===== src/rtl/divisible_by_n_stream.sv =====
// Serial divisibility checker: reports whether the bits accepted so far form a value divisible by DIVISOR.
// Latency: one cycle. The outputs update on the same edge that accepts a bit.
// Backpressure: none. The block accepts a bit on every cycle with din_valid=1. A cycle with din_valid=0 holds all state.
//
// Ports:
//   clk        rising-edge clock
//   resetn     asynchronous active-low reset. Assertion is asynchronous; release is expected to be synchronous.
//   din        serial data bit, sampled only when din_valid=1
//   din_valid  qualifier for din
//   clear      starts a new number. When din_valid is also 1, din becomes bit 0 of the new number.
//   dout       1 when the accumulated value mod DIVISOR == 0. Gate this output with dout_valid.
//   dout_valid 1 once at least one bit of the current number has been accepted
//   rem        running remainder (accumulated value mod DIVISOR)
//
// Build option: when DIV_LSB_FIRST_EN is defined, the stream is LSB-first and a weight register
// tracks 2^k mod DIVISOR. When it is not defined, the stream is MSB-first and there is no weight register.

module divisible_by_n_stream #(
  parameter  int DIVISOR = 3,
  // The clamp only keeps the widths legal while the elaboration error below is being reported.
  localparam int REM_W   = (DIVISOR < 2) ? 1 : $clog2(DIVISOR)
) (
  input  logic             clk,
  input  logic             resetn,
  input  logic             din,
  input  logic             din_valid,
  input  logic             clear,
  output logic             dout,
  output logic             dout_valid,
  output logic [REM_W-1:0] rem
);

  if (DIVISOR < 2) begin : g_bad_divisor
    $error("divisible_by_n_stream: DIVISOR must be >= 2");
  end

  // The divisor is widened by one bit. Every pre-reduction sum is below 2*DIVISOR,
  // so that sum fits in REM_W+1 bits.
  localparam logic [REM_W:0] DIV_X = (REM_W+1)'(DIVISOR);

  logic [REM_W-1:0] rem_q;
  logic             dout_q;
  logic             dout_valid_q;
  logic [REM_W-1:0] rem_nxt;

  // A clear in the same cycle as a bit discards the old remainder before the update.
  // The shared update path therefore yields r' = din for the first bit of the new number.
  logic [REM_W-1:0] rem_base;
  assign rem_base = clear ? '0 : rem_q;

`ifdef DIV_LSB_FIRST_EN

  localparam logic [REM_W-1:0] W_ONE = REM_W'(1);

  logic [REM_W-1:0] w_q;
  logic [REM_W-1:0] w_base;
  logic [REM_W-1:0] w_nxt;
  logic [REM_W:0]   lsb_sum;
  logic [REM_W:0]   lsb_red;
  logic [REM_W:0]   w_dbl;
  logic [REM_W:0]   w_red;

  // A clear restarts the weight at 2^0.
  // On clear plus a valid bit, the weight stored for the next bit becomes 2 mod D.
  assign w_base  = clear ? W_ONE : w_q;

  // r' = (r + din*w) mod D.
  // Both operands are below D, so one conditional subtract is enough.
  assign lsb_sum = {1'b0, rem_base} + (din ? {1'b0, w_base} : '0);
  assign lsb_red = (lsb_sum >= DIV_X) ? (lsb_sum - DIV_X) : lsb_sum;
  assign rem_nxt = lsb_red[REM_W-1:0];

  // w' = (2*w) mod D.
  // The value 2*w is below 2D, so one conditional subtract is enough.
  assign w_dbl   = {w_base, 1'b0};
  assign w_red   = (w_dbl >= DIV_X) ? (w_dbl - DIV_X) : w_dbl;
  assign w_nxt   = w_red[REM_W-1:0];

  always_ff @(posedge clk or negedge resetn) begin
    if (!resetn) begin
      w_q <= W_ONE;
    end else if (din_valid) begin
      w_q <= w_nxt;
    end else if (clear) begin
      w_q <= W_ONE;
    end
  end

`else

  logic [REM_W:0] msb_sum;
  logic [REM_W:0] msb_red;

  // r' = (2*r + din) mod D.
  // The value {r, din} is exactly 2*r + din, and it is below 2D.
  assign msb_sum = {rem_base, din};
  assign msb_red = (msb_sum >= DIV_X) ? (msb_sum - DIV_X) : msb_sum;
  assign rem_nxt = msb_red[REM_W-1:0];

`endif

  always_ff @(posedge clk or negedge resetn) begin
    if (!resetn) begin
      rem_q        <= '0;
      dout_q       <= 1'b0;
      dout_valid_q <= 1'b0;
    end else if (din_valid) begin
      rem_q        <= rem_nxt;
      dout_q       <= (rem_nxt == '0);
      dout_valid_q <= 1'b1;
    end else if (clear) begin
      // After a clear the number is empty, so no result is reported until the next bit arrives.
      rem_q        <= '0;
      dout_q       <= 1'b0;
      dout_valid_q <= 1'b0;
    end
  end

  assign rem        = rem_q;
  assign dout       = dout_q;
  assign dout_valid = dout_valid_q;

endmodule


===== config.mk =====
export PLATFORM = sky130hd
export DESIGN_NAME = divisible_by_n_stream
export DESIGN_NICKNAME = d
export VERILOG_FILES = /design/src/rtl/divisible_by_n_stream.sv
export SDC_FILE = /design/constraint.sdc
export NUM_CORES = 1
export LEC_CHECK = 0
export BUFFER_PORTS_ARGS = -buffer_cell sky130_fd_sc_hd__buf_2
export CAP_MARGIN = 0
export CORE_AREA = 2 2 39 41
export CTS_CLUSTER_DIAMETER = 100
export DETAILED_ROUTE_END_ITERATION = 10
export DIE_AREA = 0 0 41 43
export SETUP_SLACK_MARGIN = 0.5
export SYNTH_ARGS = -nofsm -noshare
export SYNTH_HDL_FRONTEND = slang
export SYNTH_SLANG_ARGS = --single-unit

===== constraint.sdc =====
create_clock -name clk -period 1.5 [get_ports clk]
set_clock_uncertainty 0.15 [all_clocks]
set_input_delay 0.3 -clock clk [delete_from_list [all_inputs] [get_ports clk]]
set_output_delay 0.3 -clock clk [all_outputs]
set_load 0.01 [all_outputs]

After elaboration in Yosys (flattened, before gate mapping)
Index checks and enable logic that the tools add are counted.
Storage, ports and cells
  bits of input ports: 5
  flip-flop bits (word level): 4
  output and inout bits: 4
Operators by class
  reductions and logical operators: 2
  multiplexer cells: 6
  $lt $le $gt $ge: 1
  add/subtract/negate cells: 1
Operators with widths (number)
  2-bit two-way mux: 3
  3-bit by 2-bit greater-or-equal comparator with 1-bit output (second input constant): 1
  1-bit two-way mux: 3
  2-bit zero test: 1
  2-bit nonzero test: 1
  2-bit subtractor (second input constant): 1

Logic depth before layout (Yosys ltp)
  depth in word-level cells: 5
  gate-level depth with buffers: 5
  depth with buffers taken out: 5

Worst setup path after synthesis
No wires, ideal clock.
  kind: register to register
  start: reg rem_q[0], in the netlist rem[0]
  end: reg rem_q[1], in the netlist rem[1]
  cell stages (with the launch flop): 6
  library setup time: 0.121 ns
  arrival time: 1.313 ns
  slack: -0.084 ns
  cell sequence: dfrtp_1 > nor2b_1 > ha_1 > nor2_1 > mux2_4 > a22o_1
On the way
  longest elaborated chain between the ends: 4
  elaborated cells on any way between the ends: 5
  those cells by class: add/sub (1); order compare (1); mux (3)
Ends and longest elaborated chain
  from (decl): line 41  | logic [REM_W-1:0] rem_q;
  from (signal assigned): line 108  | rem_q <= rem_nxt;
  2-bit two-way mux (*)
  3-bit by 2-bit greater-or-equal comparator with 1-bit output or 2-bit subtractor (tied branches): line 97  | assign msb_red = (msb_sum >= DIV_X) ? (msb_sum - DIV_X) : msb_sum;
  2-bit two-way mux (*): line 97
  2-bit two-way mux (*): line 107  | end else if (din_valid) begin
Mark *: on every way between the ends. The rest lies on a longest branch, timed or not.
A chain may end at the register's enable or synchronous reset.

Worst setup path after layout
Ends and elaborated chain as after synthesis.

==> impl_metrics.ini <==
[layout]
syn2layout_area_growth_pct = 68.33
nFillCells = 139
multiInputGateArea_um2 = 188.9
num-nets-final = 54
utilization = 0.3363
antenna_cells = 0
layout.cells.non_filler = 62
regArea_um2 = 101.3
layout-drive-gt1-share = 0.5652

[sta]
rsz0062_at_grt = yes
fmax_ghz = 0.6824
timing.hold.ws_ns = 0.2647
worst_pin_slew_ns = 0.1964
relSlewSlack = 0.8691
finalCritPeriodShare = 0.9770
drv_slew = 0
timing.setup.tns_ns = 0
hold_viol_final = 0
min_period_ns = 1.465
finalSetupViolCount = 0

[yosys]
synthAdderAreaFrac = 0.04525
synth_top_family_by_area = simple AND/OR/NAND/NOR gates
synthArstFlopShare = 1.000
yosysSeqAreaShare = 0.3620
synth_edf_count = 0
syn_area_um2 = 276.5
synthMuxAreaShare = 0.05430
synth-xor-area-share = 0
synth_compound_area_frac = 0.1946
netlist.area_leader.share = 0.3620
yosys_warnings = 0
ys_types = 21
ys.flop_type = dfrtp_1
yosys.area_share.simple = 0.2670
synth_area_leaders = dfrtp_1, mux2_4, nand3b_1, and4bb_1, ha_1
synth_top_area_cell = dfrtp_1
synthCells = 28
avgSynthCellArea_um2 = 9.876
synth-seq-cells = 4
syn_nets = 34

[placement]
dp.cells = 55
place_congestion = 0.7475
hpwl_um = 520.5
portBuffers = 8

[pwr]
pwr-share-seq = 0.330
p_int_uw = 296.0
ir_worst_vdd_mv = 0.1756
clkPwrFrac = 0.330
p_per_area_nw_per_um2 = 887.6
sw_frac_of_total = 0.2836
power.switching_uw = 117.2
comb_power_share = 0.341
leakage_uw = 0.0002150

[clock_tree]
cts-root-buf = clkbuf_4
cts_made_buffers = 3
cts_sinks = 4
cts_tree = done
clkLatencyLatePin_ns = 0.23
cts_max_level = 1
cts.clk_slew.worst_paths_ns = 0.04
clockBufferDepth = 2

[setup_path]
startpoint_type = flip-flop
crit_path_end_kind = flip-flop
cp.arrival_ns = 1.43
critPathMaxFanout = 3
worstPathRequired_ns = 1.47
critical_path_class = flip-flop to flip-flop

[floorplanning]
die_w_um = 41
core-area_um2 = 1384
die-height_um = 43
ios = 9
start_util = 0.1998
dieArea_um2 = 1763
row_count = 14

[drt]
via_per_inst = 4.403
ant_nets = 0
dr.first_iter.drc_count = 0
wirelength_um = 679
num_vias = 273
wire_per_inst_um = 10.95
drc = 0
dr.pass1.iters = 1

[global_route]
grt_overflow = 0
antenna_found_initial = 0
grt_pass1_wl_um = 1159
grt_max_degree = 11
gr-usage-all-layers = 0.09800
grt_pass1_vias = 276

[min_path]
hold_path_class = input port to asynchronous set/reset pin

[status]
status = completed

[run]
maxCapViolCount = 0
[layout make-up]
class,instances,share of cell area
multi-input combinational,21,0.4059
timing repair buffer,16,0.2634
sequential,4,0.2177
clock buffer,3,0.04839
tap,16,0.04301
inverter,2,0.02151
[cells in the mapped netlist, drive strengths merged, types with 2 or more instances]
library cell	instances
a21oi	2
dfrtp	4
inv	2
nand3b	2
nand3	2
nor2	2
[sequential cells by signal, summed over array words and instances, names as in the netlist]
signal,count
dout,1
rem,2
dout_valid,1
[through the flow]
step | cell area, µm² | total power, µW | setup slack (ns)
after CTS | 435.4 | 400.9 | 0.02480
final | 465.4 | 413.1 | 0.03452
after floorplan | 299.0 | 197.3 | 0.001564
after global placement | 377.9 | 239.2 | 0.02002
after detailed placement | 377.9 | 243.0 | -0.007245
after global routing | 465.4 | 446.4 | -0.02763
[logic make-up after synthesis]
logic type                 count (synthesis)
buffers and inverters                      3
AOI/OAI and AO/OA                          8
DFF                                        4
muxes                                      1
and+or+nand+nor                           11
adders and majority gates                  1
[critical path, stage by stage, from the launching register on]
cell and delay [ns]:
dfrtp_1 0.35, nor2b_4 0.19, ha_4 0.16, nor2_2 0.04
mux2_4 0.26, a22o_1 0.20
[power groups by stage]
stage                     combinational [µW]  clock (µW)  sequential, µW
after floorplan                         57.4           0             140
after global placement                   106           0             133
after detailed placement                 109           0             134
after CTS                                124         145             133
after global routing                     155         152             139
final                                    141         136             136
[final timing paths]
check | slack (ns) | startpoint | end | depth (start not counted)
max in group asynchronous | 0.80 | resetn | rem[1]$_DFF_PN0_ | 2
min reg2reg | 0.37 | dout$_DFFE_PN0P_ | dout$_DFFE_PN0P_ | 2
min | 0.26 | resetn | dout_valid$_DFFE_PN0P_ | 2
max reg2reg | 0.03 | rem[0]$_DFF_PN0_ | rem[1]$_DFF_PN0_ | 5
min in group clk | 0.27 | din_valid | dout_valid$_DFFE_PN0P_ | 2
max | 0.03 | rem[0]$_DFF_PN0_ | rem[1]$_DFF_PN0_ | 5
[metal layers]
layer / global-route usage / vias up / routed length [µm]
met1: 0.1238 / 123 / 332
li1: - / 142 / -
met4: 0.08000 / 0 / 0
met3: 0.01571 / 0 / 27
met5: 0 / - / 0
met2: 0.1375 / 8 / 319
[cell usage in the layout (no fill, tap or decap)]
| cell | instances |
|---|---|
| buf_2 | 6 |
| buf_4 | 5 |
| buf_6 | 4 |
| clkbuf_4 | 3 |
| dfrtp_1 | 3 |
| a21oi_1 | 2 |
| nand3b_1 | 2 |
| nand3_1 | 2 |
| nor2b_4 | 1 |
| inv_4 | 1 |
| and4bb_1 | 1 |
| o21bai_4 | 1 |
| nand4b_1 | 1 |
| nor2_1 | 1 |
| nor2_2 | 1 |
| mux2_4 | 1 |
| nand2_1 | 1 |
| o21ai_0 | 1 |
| a22o_1 | 1 |
| inv_1 | 1 |
| a21o_2 | 1 |
| and4b_1 | 1 |
| a31oi_1 | 1 |
| o211ai_1 | 1 |
| ha_4 | 1 |
| dlygate4sd3_1 | 1 |
| dfrtp_2 | 1 |
[timing repair]
| item | in CTS | in global routing |
|---|---|---|
| hold buffers | 1 | 0 |
| resized for setup | 2 | 5 |
| setup endpoints to repair | 7 | 7 |
| setup buffers | 2 | 1 |
| hold endpoints to repair | 4 | 0 |
| pin swaps | 3 | 3 |
(Power assumes the default switching activity.)
